`src/rtl/eyeriss_glb_pkg.sv`:
```
// Shared bus layout, command encodings and drain FSM states for the GLB row driver.
// GLB bus is {get_fil, get_map, get_psum, map, filter, id, psum}, MSB first.
package eyeriss_glb_pkg;

   localparam int BUS_W      = 59;
   localparam int DATA_W     = 16;
   localparam int ID_W       = 8;
   localparam int PSUM_LSB   = 0;
   localparam int ID_LSB     = 16;
   localparam int FIL_LSB    = 24;
   localparam int MAP_LSB    = 40;
   localparam int STROBE_LSB = 56;

   // strobe bit positions inside the 3-bit strobe field
   localparam int STB_PSUM = 0;
   localparam int STB_MAP  = 1;
   localparam int STB_FIL  = 2;

   typedef enum logic [1:0] {
      CMD_FIL  = 2'd0,
      CMD_MAP  = 2'd1,
      CMD_PSUM = 2'd2,
      CMD_ILL  = 2'd3
   } cmd_type_e;

   typedef enum logic [1:0] {
      R_IDLE = 2'd0,
      R_READ = 2'd1,
      R_CAP  = 2'd2,
      R_HOLD = 2'd3
   } drain_state_e;

   typedef struct packed {
      logic [1:0]        typ;
      logic [ID_W-1:0]   id;
      logic [DATA_W-1:0] data;
   } cmd_t;

endpackage

```
`src/rtl/glb_cmd_fifo.sv`:
```
// Synchronous command FIFO; flags derive from registered pointers only, so a push
// on full is refused even when a pop happens in the same cycle.
module glb_cmd_fifo
   import eyeriss_glb_pkg::*;
#(
   parameter int DEPTH = 16
)(
   input  logic CLK,
   input  logic clr,
   input  logic push_i,
   input  cmd_t wdata_i,
   input  logic pop_i,
   output cmd_t rdata_o,
   output logic full_o,
   output logic empty_o
);

   localparam int AW = $clog2(DEPTH);
   localparam logic [AW:0] PTR_ONE = {{AW{1'b0}}, 1'b1};

   cmd_t          mem_q [DEPTH];
   logic [AW:0]   wr_ptr_q, wr_ptr_d;
   logic [AW:0]   rd_ptr_q, rd_ptr_d;
   logic          do_push, do_pop;

   // extra pointer MSB distinguishes full from empty
   assign full_o  = (wr_ptr_q[AW] != rd_ptr_q[AW]) && (wr_ptr_q[AW-1:0] == rd_ptr_q[AW-1:0]);
   assign empty_o = (wr_ptr_q == rd_ptr_q);
   assign do_push = push_i && !full_o;
   assign do_pop  = pop_i && !empty_o;
   assign rdata_o = mem_q[rd_ptr_q[AW-1:0]];

   always_comb begin
      wr_ptr_d = wr_ptr_q;
      rd_ptr_d = rd_ptr_q;
      if (do_push) wr_ptr_d = wr_ptr_q + PTR_ONE;
      if (do_pop)  rd_ptr_d = rd_ptr_q + PTR_ONE;
   end

   always_ff @(posedge CLK or negedge clr) begin
      if (!clr) begin
         wr_ptr_q <= '0;
         rd_ptr_q <= '0;
      end else begin
         wr_ptr_q <= wr_ptr_d;
         rd_ptr_q <= rd_ptr_d;
      end
   end

   always_ff @(posedge CLK) begin
      if (do_push) mem_q[wr_ptr_q[AW-1:0]] <= wdata_i;
   end

endmodule

```
`src/rtl/eyeriss_glb_row_driver.sv`:
```
// GLB-side PE-row driver: issues queued commands onto the 59-bit row bus and drains
// tail psums into a valid/ready stream. Optional counters/error flag via GLB_DRV_STATS_EN.
module eyeriss_glb_row_driver
   import eyeriss_glb_pkg::*;
#(
   parameter int DEPTH   = 16,
   parameter int ROW_NUM = 3
)(
   input  logic               CLK,
   input  logic               clr,
   input  logic               cmd_valid,
   output logic               cmd_ready,
   input  logic [1:0]         cmd_type,
   input  logic [DATA_W-1:0]  cmd_data,
   input  logic [ID_W-1:0]    cmd_id,
   output logic [BUS_W-1:0]   GLB_BUS,
   input  logic               stall_req,
   output logic               stall,
   input  logic               row_full,
   input  logic               row_empty,
   input  logic [DATA_W-1:0]  row_psum,
   output logic               read,
   output logic               res_valid,
   output logic [DATA_W-1:0]  res_data,
   input  logic               res_ready
`ifdef GLB_DRV_STATS_EN
  ,output logic [15:0]        stat_issued,
   output logic [15:0]        stat_drained,
   output logic               row_err
`endif
);

   if (DEPTH < 2 || (DEPTH & (DEPTH - 1)) != 0 || ROW_NUM < 1) begin : g_bad_cfg
      $error("eyeriss_glb_row_driver: DEPTH must be a power of two >= 2 and ROW_NUM >= 1");
   end

   cmd_t fifo_wdata, head;
   logic fifo_full, fifo_empty, issue_go;

   assign fifo_wdata = '{typ: cmd_type, id: cmd_id, data: cmd_data};
   assign cmd_ready  = !fifo_full;
   assign issue_go   = !fifo_empty && !row_full && !stall_req;

   glb_cmd_fifo #(.DEPTH(DEPTH)) u_fifo (
      .CLK     (CLK),
      .clr     (clr),
      .push_i  (cmd_valid),
      .wdata_i (fifo_wdata),
      .pop_i   (issue_go),
      .rdata_o (head),
      .full_o  (fifo_full),
      .empty_o (fifo_empty)
   );

   logic [BUS_W-1:0] bus_q, bus_d;
   logic             stall_q;

   // data fields are sticky; only the strobes self-clear every cycle
   always_comb begin
      bus_d = bus_q;
      bus_d[STROBE_LSB +: 3] = 3'b000;
      if (issue_go && head.typ != CMD_ILL) begin
         bus_d[ID_LSB +: ID_W] = head.id;
         case (head.typ)
            CMD_FIL: begin
               bus_d[STROBE_LSB + STB_FIL] = 1'b1;
               bus_d[FIL_LSB +: DATA_W]    = head.data;
            end
            CMD_MAP: begin
               bus_d[STROBE_LSB + STB_MAP] = 1'b1;
               bus_d[MAP_LSB +: DATA_W]    = head.data;
            end
            default: begin
               bus_d[STROBE_LSB + STB_PSUM] = 1'b1;
               bus_d[PSUM_LSB +: DATA_W]    = head.data;
            end
         endcase
      end
   end

   always_ff @(posedge CLK or negedge clr) begin
      if (!clr) begin
         bus_q   <= '0;
         stall_q <= 1'b0;
      end else begin
         bus_q   <= bus_d;
         stall_q <= stall_req;
      end
   end

   assign GLB_BUS = bus_q;
   assign stall   = stall_q;

   drain_state_e      state_q, state_d;
   logic              res_valid_q, res_valid_d;
   logic [DATA_W-1:0] res_data_q, res_data_d;

   // psum arrives one cycle after read, so capture happens in R_CAP
   always_comb begin
      state_d     = state_q;
      res_valid_d = res_valid_q;
      res_data_d  = res_data_q;
      case (state_q)
         R_IDLE: if (!row_empty && !stall_req) state_d = R_READ;
         R_READ: state_d = R_CAP;
         R_CAP: begin
            res_data_d  = row_psum;
            res_valid_d = 1'b1;
            state_d     = R_HOLD;
         end
         R_HOLD: if (res_ready) begin
            res_valid_d = 1'b0;
            state_d     = R_IDLE;
         end
         default: state_d = R_IDLE;
      endcase
   end

   always_ff @(posedge CLK or negedge clr) begin
      if (!clr) begin
         state_q     <= R_IDLE;
         res_valid_q <= 1'b0;
         res_data_q  <= '0;
      end else begin
         state_q     <= state_d;
         res_valid_q <= res_valid_d;
         res_data_q  <= res_data_d;
      end
   end

   assign read      = (state_q == R_READ);
   assign res_valid = res_valid_q;
   assign res_data  = res_data_q;

`ifdef GLB_DRV_STATS_EN
   logic [15:0] stat_issued_q, stat_drained_q;
   logic        row_err_q;

   always_ff @(posedge CLK or negedge clr) begin
      if (!clr) begin
         stat_issued_q  <= '0;
         stat_drained_q <= '0;
         row_err_q      <= 1'b0;
      end else begin
         if (issue_go && head.typ != CMD_ILL) stat_issued_q <= stat_issued_q + 16'd1;
         if (res_valid_q && res_ready)        stat_drained_q <= stat_drained_q + 16'd1;
         if (issue_go && head.typ == CMD_ILL) row_err_q <= 1'b1;
      end
   end

   assign stat_issued  = stat_issued_q;
   assign stat_drained = stat_drained_q;
   assign row_err      = row_err_q;
`endif

endmodule

```
`config.mk`:
```
export PLATFORM = sky130hd
export DESIGN_NAME = eyeriss_glb_row_driver
export DESIGN_NICKNAME = d
export VERILOG_FILES = /design/src/rtl/eyeriss_glb_pkg.sv /design/src/rtl/glb_cmd_fifo.sv /design/src/rtl/eyeriss_glb_row_driver.sv
export SDC_FILE = /design/constraint.sdc
export NUM_CORES = 1
export LEC_CHECK = 0
export CAP_MARGIN = 10
export CORE_MARGIN = 4
export CORE_UTILIZATION = 60
export DETAILED_ROUTE_END_ITERATION = 10
export PLACE_DENSITY = 0.92
export RECOVER_POWER = 100
export SLEW_MARGIN = 0
export SYNTH_ARGS = -nofsm -noshare
export SYNTH_HDL_FRONTEND = slang
export SYNTH_SLANG_ARGS = --single-unit
```
`constraint.sdc`:
```
create_clock -name CLK -period 6.5 [get_ports CLK]
set_clock_uncertainty 0.1 [all_clocks]
set_input_delay 1.95 -clock CLK [delete_from_list [all_inputs] [get_ports CLK]]
set_output_delay 1.95 -clock CLK [all_outputs]
set_load 0.005 [all_outputs]
```
==> impl_metrics.py <==
metrics = {
    "worst_setup_path": {
        "crit_path_end": "GLB_BUS[33]",
        "crit_cells": 6,
        "r2r_setup_slack_ps": 990,
        "critPathLaunch": "u_fifo.rd_ptr_q[1]",
        "crit_slowest_cell": "clkbuf_2",
        "max_stage_delay_ps": 1200,
        "crit_fanout": 58,
        "crit_required_ps": 6830,
        "cp.arrival_ps": 5840,
        "setup.worst_path.end_class": "register",
        "crit-reg2reg-launch": "u_fifo.rd_ptr_q[1]",
        "cpLargestDelayFamily": "multiplexers",
        "crit_chain": "clkbuf_2 > mux4_1 > mux2i_1 > o2111ai_1 > o21ai_1 > mux2_2",
        "reg2reg_to": "GLB_BUS[33]",
        "rr_worst_depth": 6,
        "path_buf_inv": 1,
        "critPathKind": "reg -> reg",
        "startpoint_type": "register",
    },
    "pwr": {
        "vdd_drop_max_uv": 316,
        "power_density_nw_per_um2": 463,
        "leakage_nw": 7.72,
        "total_power_mw": 10.6,
    },
    "clocking": {
        "postCtsSetupRepairBufs": 0,
        "hold_buffers": 0,
        "max-clock-path-buffers": 3,
        "root_buffer": "clkbuf_16",
        "cts_sinks": 505,
        "htreeDepth": 2,
        "clk_latency_ps": 560,
        "clk_pin_slew_ps": 60,
        "cts_made_buffers": 47,
        "cts_resized": 0,
        "cts_tree": "yes",
    },
    "global_routing": {
        "grt_pass1_wl_um": 70400,
        "gr-usage-all-layers_pct": 26.7,
        "grt_max_degree": 105,
        "grt_pass1_vias": 10400,
        "antenna_found_initial": 5,
        "grt-ovfl-total": 0,
    },
    "sta": {
        "setup_slack_ps": 988,
        "rsz0062_at_grt": "no",
        "fmax_mhz": 181,
        "period_minus_slack_ps": 5510,
        "setup_viol_count_final": 0,
        "hold_viol": 0,
        "max-slew-margin-rel_pct": -48.3,
        "tightest_slew_ps": 2210,
        "tns_ps": 0,
        "fin_hold_ws_ps": 396,
        "drv_slew": 236,
        "period_share_pct": 84.8,
    },
    "place": {
        "gp_congestion": 0.818,
        "dpl_worst_slack_ps": 1850,
        "port_buffers": 127,
        "place_area_um2": 21300,
        "dp.final_hpwl_um": 25200,
    },
    "finish": {
        "synthToLayoutAreaGrowth_pct": 16.5,
        "layout.nets": 1100,
        "seq_area_um2": 14700,
        "drive_gt1_share_pct": 23.4,
        "nFillCells": 1720,
        "final_area_um2": 22800,
        "multi_input_area_um2": 4460,
    },
    "yosys": {
        "synth_common_cells": "edfxtp_1 (416), mux4_2 (110), dfrtp_1 (89)",
        "async_reset_ff_share_pct": 17.6,
        "ys_warn_count": 0,
        "synthTopCellsByArea": "edfxtp_1 (64%), mux4_2 (13%), dfrtp_1 (11%)",
        "synth_top_area_cell": "edfxtp_1",
        "yosysMostFrequentCell": "edfxtp_1",
        "syn_nets": 947,
        "avgSynthCellArea_um2": 22.0,
        "synth_seq_area_share_pct": 75.3,
        "synth_cells": 888,
        "syn_area_um2": 19600,
        "netlist.area_leader.share_pct": 63.9,
        "synth-edff-count": 416,
        "synthDistinctLibCells": 40,
        "ys.flop_type": "edfxtp_1",
        "yosys_register_bits": 505,
    },
    "routing": {
        "first_pass_iters": 7,
        "routed_wl_um": 46800,
        "first_iter_violations": 1418,
        "ant_nets": 0,
        "wl_per_cell_um": 30.9,
        "post_drt_via_cell_ratio": 6.69,
        "drc": 0,
        "vias": 10100,
    },
    "run": {
        "maxCapViolCount": 9,
    },
    "run_status": {
        "status": "finished with violations",
        "violations": "max-capacitance violations, max-slew violations",
    },
    "floorplan": {
        "die_w_um": 189,
        "core-area_um2": 31900,
        "dieArea_um2": 35500,
        "dieHeight_um": 189,
        "io_pins": 128,
        "start_util_pct": 61.3,
        "rows": 65,
    },
    "min_path": {
        "hold_class": "reg -> reg",
    },
}
[cells by family after synthesis]
| kind of cell | Yosys count | share of synthesized area [%] |
|---|---|---|
| and+or+nand+nor | 54 | 1.58 |
| DFF | 505 | 75.3 |
| adders and majority gates | 10 | 0.640 |
| AOI/OAI and AO/OA | 47 | 1.78 |
| buffers and inverters | 52 | 1.40 |
| muxes | 207 | 18.7 |
| xor gates and xnor gates | 13 | 0.582 |
[flip-flops by register name, indices dropped and copies added (netlist names)]
| signal | count |
|---|---|
| GLB_BUS | 59 |
| u_fifo.mem_q | 416 |
| stall | 1 |
| u_fifo.rd_ptr_q | 5 |
| u_fifo.wr_ptr_q | 5 |
| res_data | 16 |
| res_valid | 1 |
| state_q | 2 |
[layout make-up]
cell class              instances  share of cell area [%]
diodes                          2                  0.0220
repair buffers                149                    6.03
multi-input cells             331                    19.6
inverters                       7                   0.115
well taps                     435                    2.39
flip-flops and latches        505                    64.7
clock buffers                  60                    5.65
clock inverters                27                    1.51
[layout by cell type (no fill, tap or decap), types with 3 or more instances in the layout]
cell,n
mux2_4,4
nor3_1,3
dfrtp_4,3
xnor2_1,10
dfrtp_1,85
a21oi_1,17
clkbuf_8,4
clkbuf_16,48
mux2i_1,19
dlygate4sd3_1,124
o21ai_0,3
clkbuf_1,26
mux2_2,54
and3_1,15
ha_1,10
nor2_1,5
clkinv_1,8
inv_1,7
mux2_1,17
mux4_2,110
clkinv_2,8
bufinv_16,8
a211oi_1,16
nand4_1,4
nand2_1,5
xor2_1,3
nor2b_1,18
edfxtp_1,416
[power by group]
part           switching, mW  internal, mW  total [mW]  leakage (nW)
Sequential             0.395          4.08        4.47          4.82
Clock                   1.18          1.72        2.90         0.798
Combinational           1.61          1.57        3.18          2.11
Total                   3.18          7.37        10.6          7.72
[worst min path at each step]
stage                             from                  to  slack [ps]  cells past startpoint
floorplan           u_fifo.wr_ptr_q[4]  u_fifo.wr_ptr_q[4]         360                      1
global placement    u_fifo.rd_ptr_q[4]  u_fifo.rd_ptr_q[4]         380                      1
detailed placement  u_fifo.rd_ptr_q[4]  u_fifo.rd_ptr_q[4]         380                      1
CTS                 u_fifo.rd_ptr_q[4]  u_fifo.rd_ptr_q[4]         400                      1
global route        u_fifo.rd_ptr_q[4]  u_fifo.rd_ptr_q[4]         400                      1
finish                      GLB_BUS[3]          GLB_BUS[3]         400                      1
[through the flow]
step / utilization [%] / instances
3_3_place_gp: 66.8 / 1427
6_report: 71.4 / 1516
5_1_grt: 71.4 / 1515
2_1_floorplan: - / 888
4_1_cts: 72.0 / 1514
3_5_place_dp: 66.8 / 1427
[routing by layer]
metal	track usage [%]	wire length, µm	vias up
met4	8.27	1660	8
met2	44.1	23500	844
met5	0	56	-
met1	36.9	16500	5200
li1	-	-	3949
met3	5.45	5140	139
Note: power is estimated with default switching activity, not from simulation.
